### src/rtl/fetch_sequencer.sv
// fetch_sequencer: instruction fetch front end.
// Walks the PC through an instruction ROM one request at a time and hands
// each fetched word to decode with a valid/ready handshake. Branches either
// redirect the PC directly or squash the request already in flight.
// A halt request is sticky and parks the sequencer until reset.

module fetch_sequencer #(
  parameter logic [31:0] RESET_VECTOR = 32'h0000_0000,
  parameter logic [31:0] PC_STEP      = 32'd1
) (
  input  logic        clk,
  input  logic        rst,
  input  logic        en,
  input  logic        branch_req,
  input  logic [31:0] branch_target,
  input  logic        halt_req,
  output logic        imem_req,
  output logic [31:0] imem_addr,
  input  logic        imem_ack,
  input  logic [31:0] imem_rdata,
  output logic        inst_valid,
  input  logic        inst_ready,
  output logic [31:0] inst_out,
  output logic [31:0] inst_pc,
  output logic [31:0] pc_out,
  output logic        halted,
  output logic [15:0] fetch_count
);

  typedef enum logic [1:0] {
    IDLE = 2'd0,
    REQ  = 2'd1,
    OUT  = 2'd2,
    HALT = 2'd3
  } fetchState_e;

  fetchState_e state_q;

  logic [31:0] pc_q;
  logic [31:0] instOut_q;
  logic [31:0] instPc_q;
  logic [15:0] fetchCount_q;
  logic        imemReq_q;
  logic        instValid_q;
  logic        halted_q;
  logic        squash_q;
  logic [31:0] squashTarget_q;
  logic        haltPending_q;

  logic [31:0] pcPlusStep_d;
  logic [15:0] countPlusOne_d;
  logic [31:0] redirectTarget_d;
  logic        haltPendingNow;

  // Arithmetic and redirect selection shared by the state machine.
  // A branch arriving in the same cycle as the ack is newer than any
  // target latched earlier, so it takes precedence.
  always_comb begin
    pcPlusStep_d     = pc_q + PC_STEP;
    countPlusOne_d   = fetchCount_q + 16'd1;
    redirectTarget_d = branch_req ? branch_target : squashTarget_q;
    haltPendingNow   = haltPending_q | halt_req;
  end

  // Fetch state machine with all outputs held in registers.
  always_ff @(posedge clk) begin
    if (!rst) begin
      state_q        <= IDLE;
      pc_q           <= RESET_VECTOR;
      instOut_q      <= 32'd0;
      instPc_q       <= 32'd0;
      fetchCount_q   <= 16'd0;
      imemReq_q      <= 1'b0;
      instValid_q    <= 1'b0;
      halted_q       <= 1'b0;
      squash_q       <= 1'b0;
      squashTarget_q <= 32'd0;
      haltPending_q  <= 1'b0;
    end else begin
      haltPending_q <= haltPendingNow;

      case (state_q)
        IDLE: begin
          if (haltPendingNow) begin
            state_q  <= HALT;
            halted_q <= 1'b1;
          end else if (branch_req) begin
            pc_q <= branch_target;
          end else if (en) begin
            state_q   <= REQ;
            imemReq_q <= 1'b1;
          end
        end

        REQ: begin
          if (imem_ack) begin
            if (squash_q || branch_req) begin
              pc_q     <= redirectTarget_d;
              squash_q <= 1'b0;
            end else begin
              instOut_q   <= imem_rdata;
              instPc_q    <= pc_q;
              pc_q        <= pcPlusStep_d;
              state_q     <= OUT;
              imemReq_q   <= 1'b0;
              instValid_q <= 1'b1;
            end
          end else if (branch_req) begin
            squash_q       <= 1'b1;
            squashTarget_q <= branch_target;
          end
        end

        OUT: begin
          if (branch_req) begin
            instValid_q <= 1'b0;
            pc_q        <= branch_target;
            state_q     <= REQ;
            imemReq_q   <= 1'b1;
          end else if (inst_ready) begin
            instValid_q  <= 1'b0;
            fetchCount_q <= countPlusOne_d;
            if (haltPendingNow) begin
              state_q  <= HALT;
              halted_q <= 1'b1;
            end else if (en) begin
              state_q   <= REQ;
              imemReq_q <= 1'b1;
            end else begin
              state_q <= IDLE;
            end
          end
        end

        HALT: begin
          imemReq_q   <= 1'b0;
          instValid_q <= 1'b0;
          halted_q    <= 1'b1;
        end

        default: begin
          state_q     <= IDLE;
          imemReq_q   <= 1'b0;
          instValid_q <= 1'b0;
          halted_q    <= 1'b0;
        end
      endcase
    end
  end

  assign imem_req    = imemReq_q;
  assign imem_addr   = pc_q;
  assign pc_out      = pc_q;
  assign inst_valid  = instValid_q;
  assign inst_out    = instOut_q;
  assign inst_pc     = instPc_q;
  assign halted      = halted_q;
  assign fetch_count = fetchCount_q;

endmodule

### config.mk
export PLATFORM = sky130hd
export DESIGN_NAME = fetch_sequencer
export DESIGN_NICKNAME = d
export VERILOG_FILES = /design/src/rtl/fetch_sequencer.sv
export SDC_FILE = /design/constraint.sdc
export NUM_CORES = 1
export LEC_CHECK = 0
export ABC_AREA = 1
export CAP_MARGIN = 20
export CORE_ASPECT_RATIO = 1.1
export CORE_MARGIN = 4
export CORE_UTILIZATION = 40
export DETAILED_ROUTE_END_ITERATION = 8
export HOLD_SLACK_MARGIN = 0.12
export PLACE_DENSITY = 0.72
export SYNTH_ARGS = -nofsm -noshare
export SYNTH_HDL_FRONTEND = slang
export SYNTH_SLANG_ARGS = --single-unit
### constraint.sdc
create_clock -name clk -period 1.8 [get_ports clk]
set_input_delay 0.36 -clock clk [delete_from_list [all_inputs] [get_ports clk]]
set_output_delay 0.36 -clock clk [all_outputs]
set_load 0.01 [all_outputs]
# == Word level (Yosys, flattened, before mapping) ==
# Cells that the tools add are included.
# op_classes
addsub,2
n_eq_ne,14
mux,37
bitwise,4
n_reduce_logical,15
# ops
operator,count
$mux 32,5
$pmux 32 s3,1
$add 32x1->32 const B,1
$mux 1,19
$add 16x1->16 const B,1
$mux 2,8
$reduce_and 3->1,5
$ne 2x2->1 const B,6
$ne 3x3->1 const B,4
$reduce_and 6->1,2
$reduce_bool 3->1,3
$pmux 1 s3,2
$pmux 2 s3,1
$eq 2x2->1 const B,2
$pmux 1 s4,1
$reduce_and 4->1,1
$not 1->1,3
$eq 2x1->1 const B,1
$logic_not 2->1,1
$ne 2x1->1 const B,1
$reduce_and 2->1,1
$reduce_bool 2->1,1
$logic_or 1x1->1,1
$or 1x1->1,1
# totals
reg_bits,151
out_inout_bits,147

# == Depth between registers and ports, before layout ==
# depth
ltp_word,5
ltp_mapped,13
ltp_nobuf,13

# == Worst setup path before layout ==
# No wires, ideal clock.
# synth_timing
kind,flip-flop to flip-flop
from,reg state_q[1]
to,"reg pc_q[28], in the netlist imem_addr[28]"
setup_time_ps,119
arrival_time_ps,1516
setup_slack_ps,164
path_stages_with_launch,13
n_path_buf,2
synth_period_minus_slack_ps,1636
path_cell_list,dfxtp_1 -> inv_1 -> ha_1 -> buf_6 -> inv_4 -> nor2_4 -> nor2_4 -> o21ai_2 -> nor2_4 -> inv_2 -> buf_4 -> a21oi_1 -> a21oi_1
# synth_via
elab_chain_cells,3
elab_cells_between_ends,8
# synth_rtl
element,line,text
from (decl),37,fetchState_e state_q;
from (signal assigned),68,state_q <= IDLE;
from (signal assigned),85,state_q <= HALT;
from (signal assigned),90,state_q <= REQ;
"$eq 2x1->1, or another cell as far along",82,case (state_q)
$ne 2x2->1 (no source line) or $reduce_bool 3->1 (tied branches),--,
$reduce_and 3->1 (no source line),--,
to (signal assigned),88,pc_q <= branch_target;
to (signal assigned),98,pc_q <= redirectTarget_d;
to (signal assigned),103,pc_q <= pcPlusStep_d;
to (decl),39,logic [31:0] pc_q;
# Parallel ways exist; a longest one is shown, timed or not.
# A chain may end at the register's enable or synchronous reset.

# == Worst setup path in the final report ==
# layout_timing
from,"reg pc_q[17], in the netlist imem_addr[17]"
to,out imem_addr[17]
# layout_rtl
element,line,text
to (decl),18,"output logic [31:0] imem_addr,"
# No word-level cell between the ends.

==> results.txt <==
The flow ran to the end, and the final reports show no timing, DRC or antenna violations. The via count of the first global-routing pass came out at 7,524. For the share of the core filled with cells in the final layout, the log shows 0.5833. Of all nets on the critical path, the largest fanout is 7.

Grouping stages by cell kind, the critical path spends the most delay in buffers and inverters. The synthesized design contains 151 register bits. Subtracting the final worst setup slack from the clock period gives 1.756 ns.

For this run, design rule violations remaining after detail routing come to 0. The combined buffer and inverter count along the critical path works out to 1. Number of buffers created by CTS: 17. For this design, the slowest cell found on the critical path is sky130_fd_sc_hd__clkdlybuf4s50_1. When the netlist entered floorplanning its net count stood at 1,184. The final-report max-slew violation count was 0; the number of placed instances with taps included was 1,521. The effective utilization at floorplan was 0.4121; the placeable core area was 18,670 um2.

The startpoint identified for the worst register-to-register timing path is state_q[0]. The via count of the routed design is 7,979, and the final non-filler cell total is 1,556. The run gives 4 as the count of H-tree levels built during CTS. The run gives 21,520 um2 as the area of the die. The global-route congestion overflow total was 0; the cell area after synthesis was 7695 um2.

After detailed placement, the total cell area comes to 10,070 um2. The number of violations reported at the end of detailed-routing iteration 0 came out at 641. For this design, the CTS-stage hold fixing added 0 buffers. The run gives 4.559 nW as the static leakage power. The tools report the number of antenna-violating nets in the routed design as 0. The async set or reset register ratio after synthesis works out to 0.

The peak supply drop was 0.8522 mV; the cell count of the worst reg-to-reg path was 9. On the final layout, the worst hold slack is 0.2519 ns. Counting distinct cell types in the post-synthesis netlist gives 39. The area share of the largest cell type after synthesis was 0.3928. TritonCTS built the clock tree.

Cell internal power was estimated by the tool at 9.380 mW. The tools report the sequential power share as 0.342. The final worst-path cycle share was 0.9757; the number of I/O pins was 218.

The largest single stage delay on the critical path is 0.57 ns. The tools report the overall global routing resource usage as 0.2242. Among all flip-flop cells after synthesis, the most frequent one is sky130_fd_sc_hd__dfxtp_1.

Setup violations remaining at the end of the flow were counted as 0. The run gives 569.4 MHz as the highest achievable clock rate. The worst setup path is launched from a flip-flop. Measured along the y axis, the die boundary spans 153.5 um. For the post-place setup slack, the log shows -0.1017 ns.

The relative slew slack is 0.6745, and the transition time of the tightest slew-check pin is 0.4877 ns. The number of instances on the worst hold path is 3. The floorplan has 52 rows.

For the critical path data required time, the log shows 1.44 ns. Entering global routing, the biggest net connects 84 pins. The run gives 0.3928 as the post-synthesis sequential area ratio. The signal on the critical path passes through clkdlybuf4s50_1. The tool flagged a number of max-cap violations equal to 0.

The tools report the capturing point of the worst reg2reg path as imem_addr[23]. The logs give 1,379 for the final-stage net count and 0 for the number of antenna violations at the first check in global routing. The logs give 10,890 um2 for the summed area of non-filler cells in the final layout and 1,105 for the post-synthesis cell count. Compared with the post-synthesis result, the final layout area differs by 41.54%. The worst hold-check path type is in -> reg. The cell sitting at the root of the clock tree is a sky130_fd_sc_hd__clkbuf_16. The worst setup path is captured at a primary output. The final setup slack of the worst path is 0.04379 ns.

The final wirelength is 25.11 mm, and the clock latency reported for the late side of the worst-skew pair is 0.43 ns. The data arrival time of the critical path was 1.40 ns. During synthesis, Yosys emitted a total of 0 warnings. The clock-pin slew of the registers on the worst-case setup and hold paths is 0.07 ns. Power per standard cell area: 1381 nW/um2. In this run the power spent charging and discharging nets is 5.657 mW. Yosys mapped a number of flops with a built-in enable equal to 0. The tools report the count of endpoints failing hold in the final timing report as 0. The number of diodes added for antenna fixing is 0, and the power after layout is 15.04 mW.

The detailed-placement wirelength estimate came out at 17.80 mm. The run gives 0.398 as the share of power burned in combinational logic. Fraction of final layout cells with drive strength greater than 1: 0.1287.

The number of buffer cells added on primary ports works out to 217. Die width: 140.2 um. The run gives 0.01001 ns as the worst clock skew on the final layout. The number of buffers on the longest clock path came out at 2. Cell accounting for the most synthesized area: sky130_fd_sc_hd__dfxtp_1. The routed wirelength normalized by instance count was 16.14 um.

The first global-routing pass estimated 39.81 mm of wire. The relative contribution of the clock network to total power is 0.259. By startpoint and endpoint, the worst setup path is classified as reg -> out. The logs give 0 ns for the setup TNS and 5 for the first-pass iteration count of the detailed router. The path with the worst hold slack has its endpoint at fetch_count[0].

In this run the register-to-register setup slack is 0.09 ns. The mean number of vias per cell was 5.128; the number of clock sinks was 151. The switching part of the total power works out to 0.3762. By area the synthesized netlist is led by sky130_fd_sc_hd__dfxtp_1, sky130_fd_sc_hd__o21ai_0, sky130_fd_sc_hd__nand2_1, sky130_fd_sc_hd__nor2_1, sky130_fd_sc_hd__a21oi_1. The average footprint of a synthesized cell came out at 6.964 um2. In this run the most critical hold path is launched from rst. The tools report the final weighted congestion of routability-driven global placement as 0.9448.
[logic make-up (layout without fill, tap and decap cells)]
group	after synthesis	after routing	share of synthesized area
simple gates	443	443	0.2488
compound gates	313	313	0.2137
buf+inv	174	382	0.1119
flops	151	151	0.3928
mux	10	10	0.01301
fa+ha+maj	8	8	0.01301
xor+xnor	6	6	0.006829
[area by class of cell]
type                       count  area [um2]
multi-input combinational    780        3846
tap                          243       304.0
inverter                      82       312.8
sequential                   151        3110
clock inverter                15       215.2
clock buffer                  17       425.4
fill                        1729        7781
timing repair buffer         268        2678
[repair_timing]
| action | 4_1_cts | 5_1_grt |
|---|---|---|
| pin swaps | 1 | 2 |
| resized for setup | 57 | 37 |
| setup endpoints to repair | 72 | 148 |
| cloned | 0 | 1 |
| buffers inserted | 0 | 2 |
[synth_stat cells, drive strengths merged, types with 2 or more instances]
master    n
nor3      6
nand2   192
a221oi    2
nand3    53
xor2      6
o21ai   161
a211oi    3
a31oi    11
o21bai    2
a21o      4
nor2    183
a21oi   115
dfxtp   151
inv      81
nand4     7
mux2i    10
clkbuf   29
buf      63
ha        8
o22ai    11
[routing by layer]
metal | GRT usage | up-vias | wire length (um)
met5 | 0 | - | 0
met4 | 0.05215 | 0 | 306
met3 | 0.05500 | 21 | 2012
met2 | 0.3558 | 307 | 11490
met1 | 0.3082 | 3641 | 11300
li1 | - | 4010 | -
[power groups by stage]
stage	registers, mW	clock network, mW	logic [mW]
after floorplan	5.01	0	3.18
after global placement	5.02	0	5.87
after detailed placement	5.03	0	5.94
after CTS	5.08	3.97	5.92
after global routing	5.26	4.11	6.52
final	5.15	3.90	5.99
[worst max-delay path by stage]
stage,slack (ns),to,startpoint,cells past startpoint
finish,0.04,imem_addr[17],imem_addr[17],1
global route,-0.009,imem_addr[23],state_q[0],9
CTS,0.002,pc_out[26],imem_addr[26],1
detailed placement,-0.10,imem_addr[22],halt_req,8
global placement,-0.09,imem_addr[19],halt_req,8
floorplan,0.16,imem_addr[28],state_q[1],12
[registers in the layout (all words and copies together) (netlist names)]
signal,count
haltPending_q,1
imem_req,1
inst_out,32
squashTarget_q,32
fetch_count,16
imem_addr,32
state_q,2
halted,1
inst_pc,32
inst_valid,1
squash_q,1
[placed cells by master (no fill, tap or decap), types with 3 or more instances in the layout]
cell type                         count
sky130_fd_sc_hd__a211oi_1             3
sky130_fd_sc_hd__a21o_1               4
sky130_fd_sc_hd__a21oi_1            115
sky130_fd_sc_hd__a31oi_1             11
sky130_fd_sc_hd__buf_12               8
sky130_fd_sc_hd__buf_4               43
sky130_fd_sc_hd__bufinv_16            4
sky130_fd_sc_hd__clkbuf_16           18
sky130_fd_sc_hd__clkdlybuf4s50_1    187
sky130_fd_sc_hd__clkinvlp_4           3
sky130_fd_sc_hd__dfxtp_1            113
sky130_fd_sc_hd__dfxtp_2             22
sky130_fd_sc_hd__dfxtp_4             16
sky130_fd_sc_hd__dlygate4sd2_1       15
sky130_fd_sc_hd__dlymetal6s2s_1      12
sky130_fd_sc_hd__ha_1                 7
sky130_fd_sc_hd__inv_1               74
sky130_fd_sc_hd__inv_2                5
sky130_fd_sc_hd__inv_6                5
sky130_fd_sc_hd__mux2i_1             10
sky130_fd_sc_hd__nand2_1            181
sky130_fd_sc_hd__nand2_2              8
sky130_fd_sc_hd__nand2_4              3
sky130_fd_sc_hd__nand3_1             53
sky130_fd_sc_hd__nand4_1              7
sky130_fd_sc_hd__nor2_1             160
sky130_fd_sc_hd__nor2_2              10
sky130_fd_sc_hd__nor2_4              13
sky130_fd_sc_hd__nor3_1               5
sky130_fd_sc_hd__o21ai_0            151
sky130_fd_sc_hd__o21ai_1              8
sky130_fd_sc_hd__o22ai_1             11
sky130_fd_sc_hd__xor2_1               6
(Power assumes the default switching activity.)
